===== src/rtl/global_types.sv =====
// Shared FP types: rounding modes, operand classes, status-flag bit positions
// and width-parametrised special-value constructors.
package global_types;

  typedef enum logic [2:0] {
    IEEE_near = 3'd0,
    IEEE_zero = 3'd1,
    IEEE_pinf = 3'd2,
    IEEE_ninf = 3'd3,
    near_up   = 3'd4,
    away_zero = 3'd5
  } rounding_mode;

  typedef enum logic [1:0] {
    ZERO = 2'd0,
    INF  = 2'd1,
    NAN  = 2'd2,
    NORM = 2'd3
  } fp_class_t;

  localparam int unsigned FLAG_W    = 6;
  localparam int unsigned ZERO_B    = 0;
  localparam int unsigned INF_B     = 1;
  localparam int unsigned NAN_B     = 2;
  localparam int unsigned TINY_B    = 3;
  localparam int unsigned HUGE_B    = 4;
  localparam int unsigned INEXACT_B = 5;

  // Constructors return a wide vector; callers truncate to their data width.
  localparam int unsigned FN_W = 128;

  function automatic logic [FN_W-1:0] fp_qnan(input int unsigned exp_w,
                                              input int unsigned man_w);
    logic [FN_W-1:0] one;
    one = FN_W'(1);
    return (((one << exp_w) - one) << man_w) | (one << (man_w - 1));
  endfunction

  function automatic logic [FN_W-1:0] fp_maxn(input int unsigned exp_w,
                                              input int unsigned man_w,
                                              input logic        s);
    logic [FN_W-1:0] one;
    one = FN_W'(1);
    return (FN_W'(s) << (exp_w + man_w))
         | (((one << exp_w) - FN_W'(2)) << man_w)
         | ((one << man_w) - one);
  endfunction

  function automatic logic [FN_W-1:0] fp_minn(input int unsigned exp_w,
                                              input int unsigned man_w,
                                              input logic        s);
    logic [FN_W-1:0] one;
    one = FN_W'(1);
    return (FN_W'(s) << (exp_w + man_w)) | (one << man_w);
  endfunction

endpackage


===== src/rtl/fp_classify.sv =====
// Classifies an operand magnitude (sign stripped) as ZERO/INF/NAN/NORM;
// denormals are flushed to ZERO.
module fp_classify
  import global_types::*;
#(
  parameter int unsigned EXP_W = 8,
  parameter int unsigned MAN_W = 23
) (
  input  logic [EXP_W+MAN_W-1:0] mag,
  output fp_class_t              cls_c
);

  logic [EXP_W-1:0] exp_f;
  logic [MAN_W-1:0] man_f;

  assign exp_f = mag[EXP_W+MAN_W-1:MAN_W];
  assign man_f = mag[MAN_W-1:0];

  always_comb begin
    cls_c = NORM;
    if (exp_f == '0)
      cls_c = ZERO;
    else if (&exp_f)
      cls_c = (man_f == '0) ? INF : NAN;
  end

endmodule


===== src/rtl/fp_exc_pipe.sv =====
// Multiplier exception stage: IEEE special-case result selection behind a
// one-deep valid/ready output register, with sticky flags and an event counter.
module fp_exc_pipe
  import global_types::*;
#(
  parameter int unsigned EXP_W = 8,
  parameter int unsigned MAN_W = 23,
  parameter int unsigned CNT_W = 16
) (
  input  logic                   clk,
  input  logic                   rst,
  input  logic                   in_valid,
  output logic                   in_ready,
  input  logic [EXP_W+MAN_W:0]   a,
  input  logic [EXP_W+MAN_W:0]   b,
  input  logic [EXP_W+MAN_W:0]   z_calc,
  input  logic                   overflow,
  input  logic                   underflow,
  input  logic                   inexact,
  input  logic [2:0]             rnd,
  output logic                   out_valid,
  input  logic                   out_ready,
  output logic [EXP_W+MAN_W:0]   z,
  output logic                   zero_f,
  output logic                   inf_f,
  output logic                   nan_f,
  output logic                   tiny_f,
  output logic                   huge_f,
  output logic                   inexact_f,
  input  logic                   clr_sticky,
  output logic [5:0]             sticky_f,
  output logic [CNT_W-1:0]       exc_count
);

  localparam int unsigned W = 1 + EXP_W + MAN_W;
  localparam logic [W-1:0] QNAN = W'(fp_qnan(EXP_W, MAN_W));
  localparam logic [FLAG_W-1:0] EXC_MASK =
    FLAG_W'((1 << NAN_B) | (1 << INF_B) | (1 << HUGE_B) | (1 << TINY_B));

  fp_class_t    cls_a, cls_b;
  rounding_mode rm;
  logic         s;
  logic         accept;
  logic [W-1:0] inf_s, zero_s, maxn_s, minn_s;
  logic [W-1:0] z_sel;
  logic [FLAG_W-1:0] f_sel;
  logic         unused_sign;

  // Operand signs are irrelevant here: the result sign comes from z_calc.
  assign unused_sign = a[W-1] ^ b[W-1];

  fp_classify #(.EXP_W(EXP_W), .MAN_W(MAN_W)) u_cls_a (.mag(a[W-2:0]), .cls_c(cls_a));
  fp_classify #(.EXP_W(EXP_W), .MAN_W(MAN_W)) u_cls_b (.mag(b[W-2:0]), .cls_c(cls_b));

  assign in_ready = rst | ~out_valid | out_ready;
  assign accept   = in_valid & in_ready;

  assign s      = z_calc[W-1];
  assign rm     = rounding_mode'(rnd);
  assign inf_s  = {s, {EXP_W{1'b1}}, {MAN_W{1'b0}}};
  assign zero_s = {s, {(W-1){1'b0}}};
  assign maxn_s = W'(fp_maxn(EXP_W, MAN_W, s));
  assign minn_s = W'(fp_minn(EXP_W, MAN_W, s));

  // Priority-ordered special-case selection.
  always_comb begin
    z_sel = z_calc;
    f_sel = '0;
    if (cls_a == NAN || cls_b == NAN ||
        (cls_a == ZERO && cls_b == INF) || (cls_a == INF && cls_b == ZERO)) begin
      z_sel        = QNAN;
      f_sel[NAN_B] = 1'b1;
    end else if (cls_a == INF || cls_b == INF) begin
      z_sel         = inf_s;
      f_sel[INF_B]  = 1'b1;
      f_sel[HUGE_B] = 1'b1;
    end else if (cls_a == ZERO || cls_b == ZERO) begin
      z_sel         = zero_s;
      f_sel[ZERO_B] = 1'b1;
    end else if (overflow) begin
      f_sel[HUGE_B]    = 1'b1;
      f_sel[INEXACT_B] = 1'b1;
      z_sel            = maxn_s;
      case (rm)
        IEEE_near, near_up, away_zero: begin
          z_sel        = inf_s;
          f_sel[INF_B] = 1'b1;
        end
        IEEE_pinf: if (!s) begin
          z_sel        = inf_s;
          f_sel[INF_B] = 1'b1;
        end
        IEEE_ninf: if (s) begin
          z_sel        = inf_s;
          f_sel[INF_B] = 1'b1;
        end
        default: z_sel = maxn_s;
      endcase
    end else if (underflow) begin
      f_sel[TINY_B]    = 1'b1;
      f_sel[INEXACT_B] = 1'b1;
      z_sel            = minn_s;
      case (rm)
        IEEE_near, near_up, IEEE_zero: begin
          z_sel         = zero_s;
          f_sel[ZERO_B] = 1'b1;
        end
        IEEE_pinf: if (s) begin
          z_sel         = zero_s;
          f_sel[ZERO_B] = 1'b1;
        end
        IEEE_ninf: if (!s) begin
          z_sel         = zero_s;
          f_sel[ZERO_B] = 1'b1;
        end
        default: z_sel = minn_s;
      endcase
    end else begin
      f_sel[INEXACT_B] = inexact;
      f_sel[ZERO_B]    = (z_calc[W-2:0] == '0);
    end
  end

  // Output register, sticky accumulation and saturating event counter.
  always_ff @(posedge clk) begin
    if (rst) begin
      out_valid <= 1'b0;
      z         <= '0;
      zero_f    <= 1'b0;
      inf_f     <= 1'b0;
      nan_f     <= 1'b0;
      tiny_f    <= 1'b0;
      huge_f    <= 1'b0;
      inexact_f <= 1'b0;
      sticky_f  <= '0;
      exc_count <= '0;
    end else begin
      if (accept) begin
        out_valid <= 1'b1;
        z         <= z_sel;
        zero_f    <= f_sel[ZERO_B];
        inf_f     <= f_sel[INF_B];
        nan_f     <= f_sel[NAN_B];
        tiny_f    <= f_sel[TINY_B];
        huge_f    <= f_sel[HUGE_B];
        inexact_f <= f_sel[INEXACT_B];
      end else if (out_ready) begin
        out_valid <= 1'b0;
      end

      if (clr_sticky)
        sticky_f <= accept ? f_sel : '0;
      else if (accept)
        sticky_f <= sticky_f | f_sel;

      if (accept && (|(f_sel & EXC_MASK)) && (exc_count != '1))
        exc_count <= exc_count + CNT_W'(1);
    end
  end

endmodule


===== config.mk =====
export PLATFORM = sky130hd
export DESIGN_NAME = fp_exc_pipe
export DESIGN_NICKNAME = d
export VERILOG_FILES = /design/src/rtl/global_types.sv /design/src/rtl/fp_classify.sv /design/src/rtl/fp_exc_pipe.sv
export SDC_FILE = /design/constraint.sdc
export NUM_CORES = 1
export LEC_CHECK = 0
export ABC_AREA = 0
export BUFFER_PORTS_ARGS = -buffer_cell sky130_fd_sc_hd__buf_2
export CAP_MARGIN = 30
export CORE_ASPECT_RATIO = 0.5
export CORE_MARGIN = 4
export CORE_UTILIZATION = 44
export DETAILED_ROUTE_END_ITERATION = 8
export MAX_ROUTING_LAYER = met4
export PLACE_DENSITY = 0.87
export SETUP_SLACK_MARGIN = 0.2
export SLEW_MARGIN = 20
export SYNTH_ARGS = -nofsm -noshare
export SYNTH_HDL_FRONTEND = slang
export SYNTH_SLANG_ARGS = --single-unit

===== constraint.sdc =====
create_clock -name clk -period 3.03 [get_ports clk]
set_clock_uncertainty 0.2 [all_clocks]
set_input_delay 0.303 -clock clk [delete_from_list [all_inputs] [get_ports clk]]
set_output_delay 0.303 -clock clk [all_outputs]
set_load 0.05 [all_outputs]

==> flow_summary_export.csv <==
group,metric,value,unit
cts,cts_buffer_depth,2,
run_status,status,"finished, final reports clean",
route,ant_nets,0,
final_layout,diodes,0,
yosys,synth_cell_types,48,
yosys,yosysTopAreaCell,"dfxtp_1",
yosys,synth-xor-area-share,0,
timing,rsz0062_at_grt,"false",
worst_setup_path,startpoint_type,"primary input",
global_routing,grt-busiest-layer,"met2",
min_path,hold_depth,3,
worst_setup_path,crit_slowest_cell,"a211oi_2",
yosys,synth.area.top_cells,"dfxtp_1 41%, a21oi_1 7.7%, nand2_1 6.5%",
yosys,syn_area_per_cell,8.31,um2
route,wl_per_cell,15.0,um
final_layout,areaGrowthSynthToFinish,39.2,%
global_routing,grt-ovfl-total,0,
route,first_pass_iters,4,
timing,fmaxAchievable,0.400,GHz
yosys,netlist.area_leader.share,0.410,
global_routing,grt_util_all_layers,0.219,
yosys,synthMuxAreaShare,0.0151,
timing,worstMarginPinSlew,0.579,ns
yosys,seq_area_frac_synth,0.410,
worst_setup_path,crit_family,"simple AND/OR/NAND/NOR gates",
yosys,yosys.area_share.simple,0.285,
worst_setup_path,rr_worst_depth,7,
yosys,yosys_warnings,0,
worst_setup_path,crit_path_max_fanout,28,
floorplanning,design.core.area,0.00631,mm2
power_and_ir_drop,peakVddDrop,0.000351,V
placed_design,gp_congestion,0.819,
timing,setup_violations,0,
placed_design,place.port_buffers,166,
timing,finalCritPeriodShare,0.826,
timing,worst_slack,0.528,ns
worst_setup_path,worstPathArrival,2.51,ns
final_layout,fillers,558,
floorplanning,num_io_pins,169,
global_routing,use_met1,0.262,
floorplanning,die-area,0.00824,mm2
cts,cts-buffers-inserted,9,
timing,setup_tns,0,ns
placed_design,dp_hpwl,7040,um
power_and_ir_drop,power_density,531,mW/mm2
floorplanning,initial_core_util,0.473,
placed_design,dp_cells,599,
final_layout,fin_cells,614,
yosys,ys_seq_elements,61,
yosys,synth_compound_area_frac,0.248,
yosys,synth_area,0.00298,mm2
cts,cts_root_buffer,"clkbuf_16",
worst_setup_path,cp.buffers_inverters,2,
yosys,synth_edf_count,0,
worst_setup_path,crit_type,"primary input to flop",
floorplanning,fp.dieH,66.2,um
worst_setup_path,crit_chain,"buf_2, nor4_1, a211oi_2, a211oi_2, a2111oi_4, buf_12, nor4_1, mux2_1",
yosys,synth_top_family_by_area,"simple AND/OR/NAND/NOR gates",
global_routing,antenna_found_initial,0,
timing,finalMaxSlewViolations,0,
cts,clk_latency,0.32,ns
route,vias,3331,
floorplanning,placementRows,20,
global_routing,met2_usage,0.360,
worst_setup_path,end_kind,"flop",
cts,clkSinkCount,61,
min_path,hold_start,"z_calc[27]",
yosys,synth_top_flop_cell,"dfxtp_1",
global_routing,grt_max_degree,44,
yosys,postSynth.asyncResetShare,0,
min_path,holdPathEnd,"z[27]",
timing,hold_viol,0,
yosys,synthAdderAreaFrac,0.00420,
cts,clkSlewWorstSetupHoldPaths,0.05,ns
cts,hold_buffers,0,
floorplanning,die_x,124,um
cts,htree_levels,3,
final_layout,multi_input_area,0.00165,mm2
worst_setup_path,cp_data_required_time,3.04,ns
route,wirelength,9240,um
min_path,hp-class,"primary input to flop",
route,drc,0,
yosys,netlist_instances,359,
global_routing,met3_usage,0.0605,
timing,period_needed,2.50,ns
route,drtIter0Drc,248,
global_routing,grt_pass1_wl,14200,um
worst_setup_path,r2r_slack,0.59,ns
route,vias_per_cell,5.43,
flow_run,maxCapViolations,0,
placed_design,detailedPlace.worstSlack,0.243,ns
cts,cts_resized,0,
yosys,syn-num-nets,467,
final_layout,finalNetCount,630,
timing,relSlewSlack,0.610,
global_routing,grt_pass1_vias,3032,
worst_setup_path,r2r_start,"exc_count[0]",
power_and_ir_drop,power,0.00220,W
cts,cts_setup_buffers,0,
power_and_ir_drop,total_leakage_power,1.85,nW
cts,cts_tree,"built",
final_layout,seqCellArea,0.00122,mm2
worst_setup_path,r2r-end,"exc_count[11]",
worst_setup_path,cp_slowest_stage_delay,0.49,ns
final_layout,drive_gt1_frac,0.409,
## layer usage
layer | vias up | part of all wire
li1 | 1666 | -
met1 | 1559 | 0.44
met2 | 94 | 0.50
met3 | 12 | 0.042
met4 | 0 | 0.012
met5 | - | 0
## cell families after synthesis
family | Yosys count
flops | 61
buf+inv | 26
mux | 4
compound gates | 107
fa+ha+maj | 1
simple gates | 160
## registers in the layout, summed over array words and instances, names as in the netlist
signal and flops:
out_valid 1, z 32, zero_f 1, tiny_f 1
inf_f 1, sticky_f 6, nan_f 1, inexact_f 1
huge_f 1, exc_count 16
## how the worst max path moves through the flow
stage | from | endpoint | slack, ns | cells past startpoint
2_1_floorplan | out_valid | exc_count[6] | 0.34 | 6
3_3_place_gp | b[24] | exc_count[6] | 0.28 | 8
3_5_place_dp | b[24] | exc_count[6] | 0.24 | 8
4_1_cts | b[24] | exc_count[6] | 0.57 | 8
5_1_grt | b[24] | exc_count[6] | 0.42 | 8
6_report | b[24] | exc_count[6] | 0.53 | 8
## through the flow
stage	util	instance area [um2]	hold WS (ns)
2_1_floorplan	-	2980	0.237
3_3_place_gp	0.617	3890	0.229
3_5_place_dp	0.617	3890	0.235
4_1_cts	0.658	4150	0.0237
5_1_grt	0.658	4150	0.0335
6_report	0.658	4150	0.0322
## placed cells by master, fill, tap and decap left out, drive strengths merged, types with 2 or more instances in the layout
| cell type | netlist | final |
|---|---|---|
| a211oi | 11 | 11 |
| a21oi | 46 | 46 |
| a32o | 2 | 2 |
| and2 | 3 | 3 |
| and4 | 4 | 4 |
| buf | 3 | 172 |
| clkbuf | 17 | 13 |
| clkinv | 0 | 2 |
| dfxtp | 61 | 61 |
| inv | 6 | 6 |
| mux2 | 4 | 4 |
| nand2 | 52 | 52 |
| nand2b | 5 | 5 |
| nand3 | 9 | 9 |
| nand4 | 8 | 8 |
| nor2 | 24 | 24 |
| nor2b | 4 | 4 |
| nor3 | 6 | 6 |
| nor3b | 2 | 2 |
| nor4 | 21 | 21 |
| o21ai | 31 | 31 |
| o31ai | 7 | 7 |
| or3 | 4 | 4 |
| or3b | 2 | 2 |
| or4 | 11 | 11 |
## worst register-to-register path, delay by kind of cell (launching register included)
| family | cells | cell delay (ns) |
|---|---|---|
| and+or+nand+nor | 4 | 0.78 |
| AOI/OAI and AO/OA | 1 | 0.43 |
| DFF | 1 | 0.35 |
| muxes | 1 | 0.34 |
| adders and majority gates | 1 | 0.23 |
## cells in the mapped netlist (2+ instances only)
master    number
buf_6          2
nor2_1        24
and4_1         4
dfxtp_1       61
nor4_1        21
nand2b_1       5
nand3_1        9
o21ai_0        9
inv_1          6
clkbuf_1      17
nand2_1       52
nor2b_1        4
or3_1          4
and2_1         2
nor3b_1        2
nor3_1         5
a21oi_1       46
a211oi_1       7
o31ai_1        7
mux2_1         4
a32o_1         2
o21ai_1        2
a211oi_2       4
or4_1         10
nand4_1        8
o21ai_2       20
## cell type report
class / instances / share of cell area
clock buffer: 13 / 0.0603
clock inverter: 2 / 0.00241
inverter: 6 / 0.00543
multi-input combinational: 272 / 0.397
sequential: 61 / 0.294
tap: 88 / 0.0265
timing repair buffer: 172 / 0.214
## power by group
group / internal (W) / switching (W)
Sequential: 0.000847 / 0.0000218
Clock: 0.000568 / 0.000331
Combinational: 0.000136 / 0.000301
Total: 0.00155 / 0.000654
No activity file was read; power rests on OpenSTA's default activity.
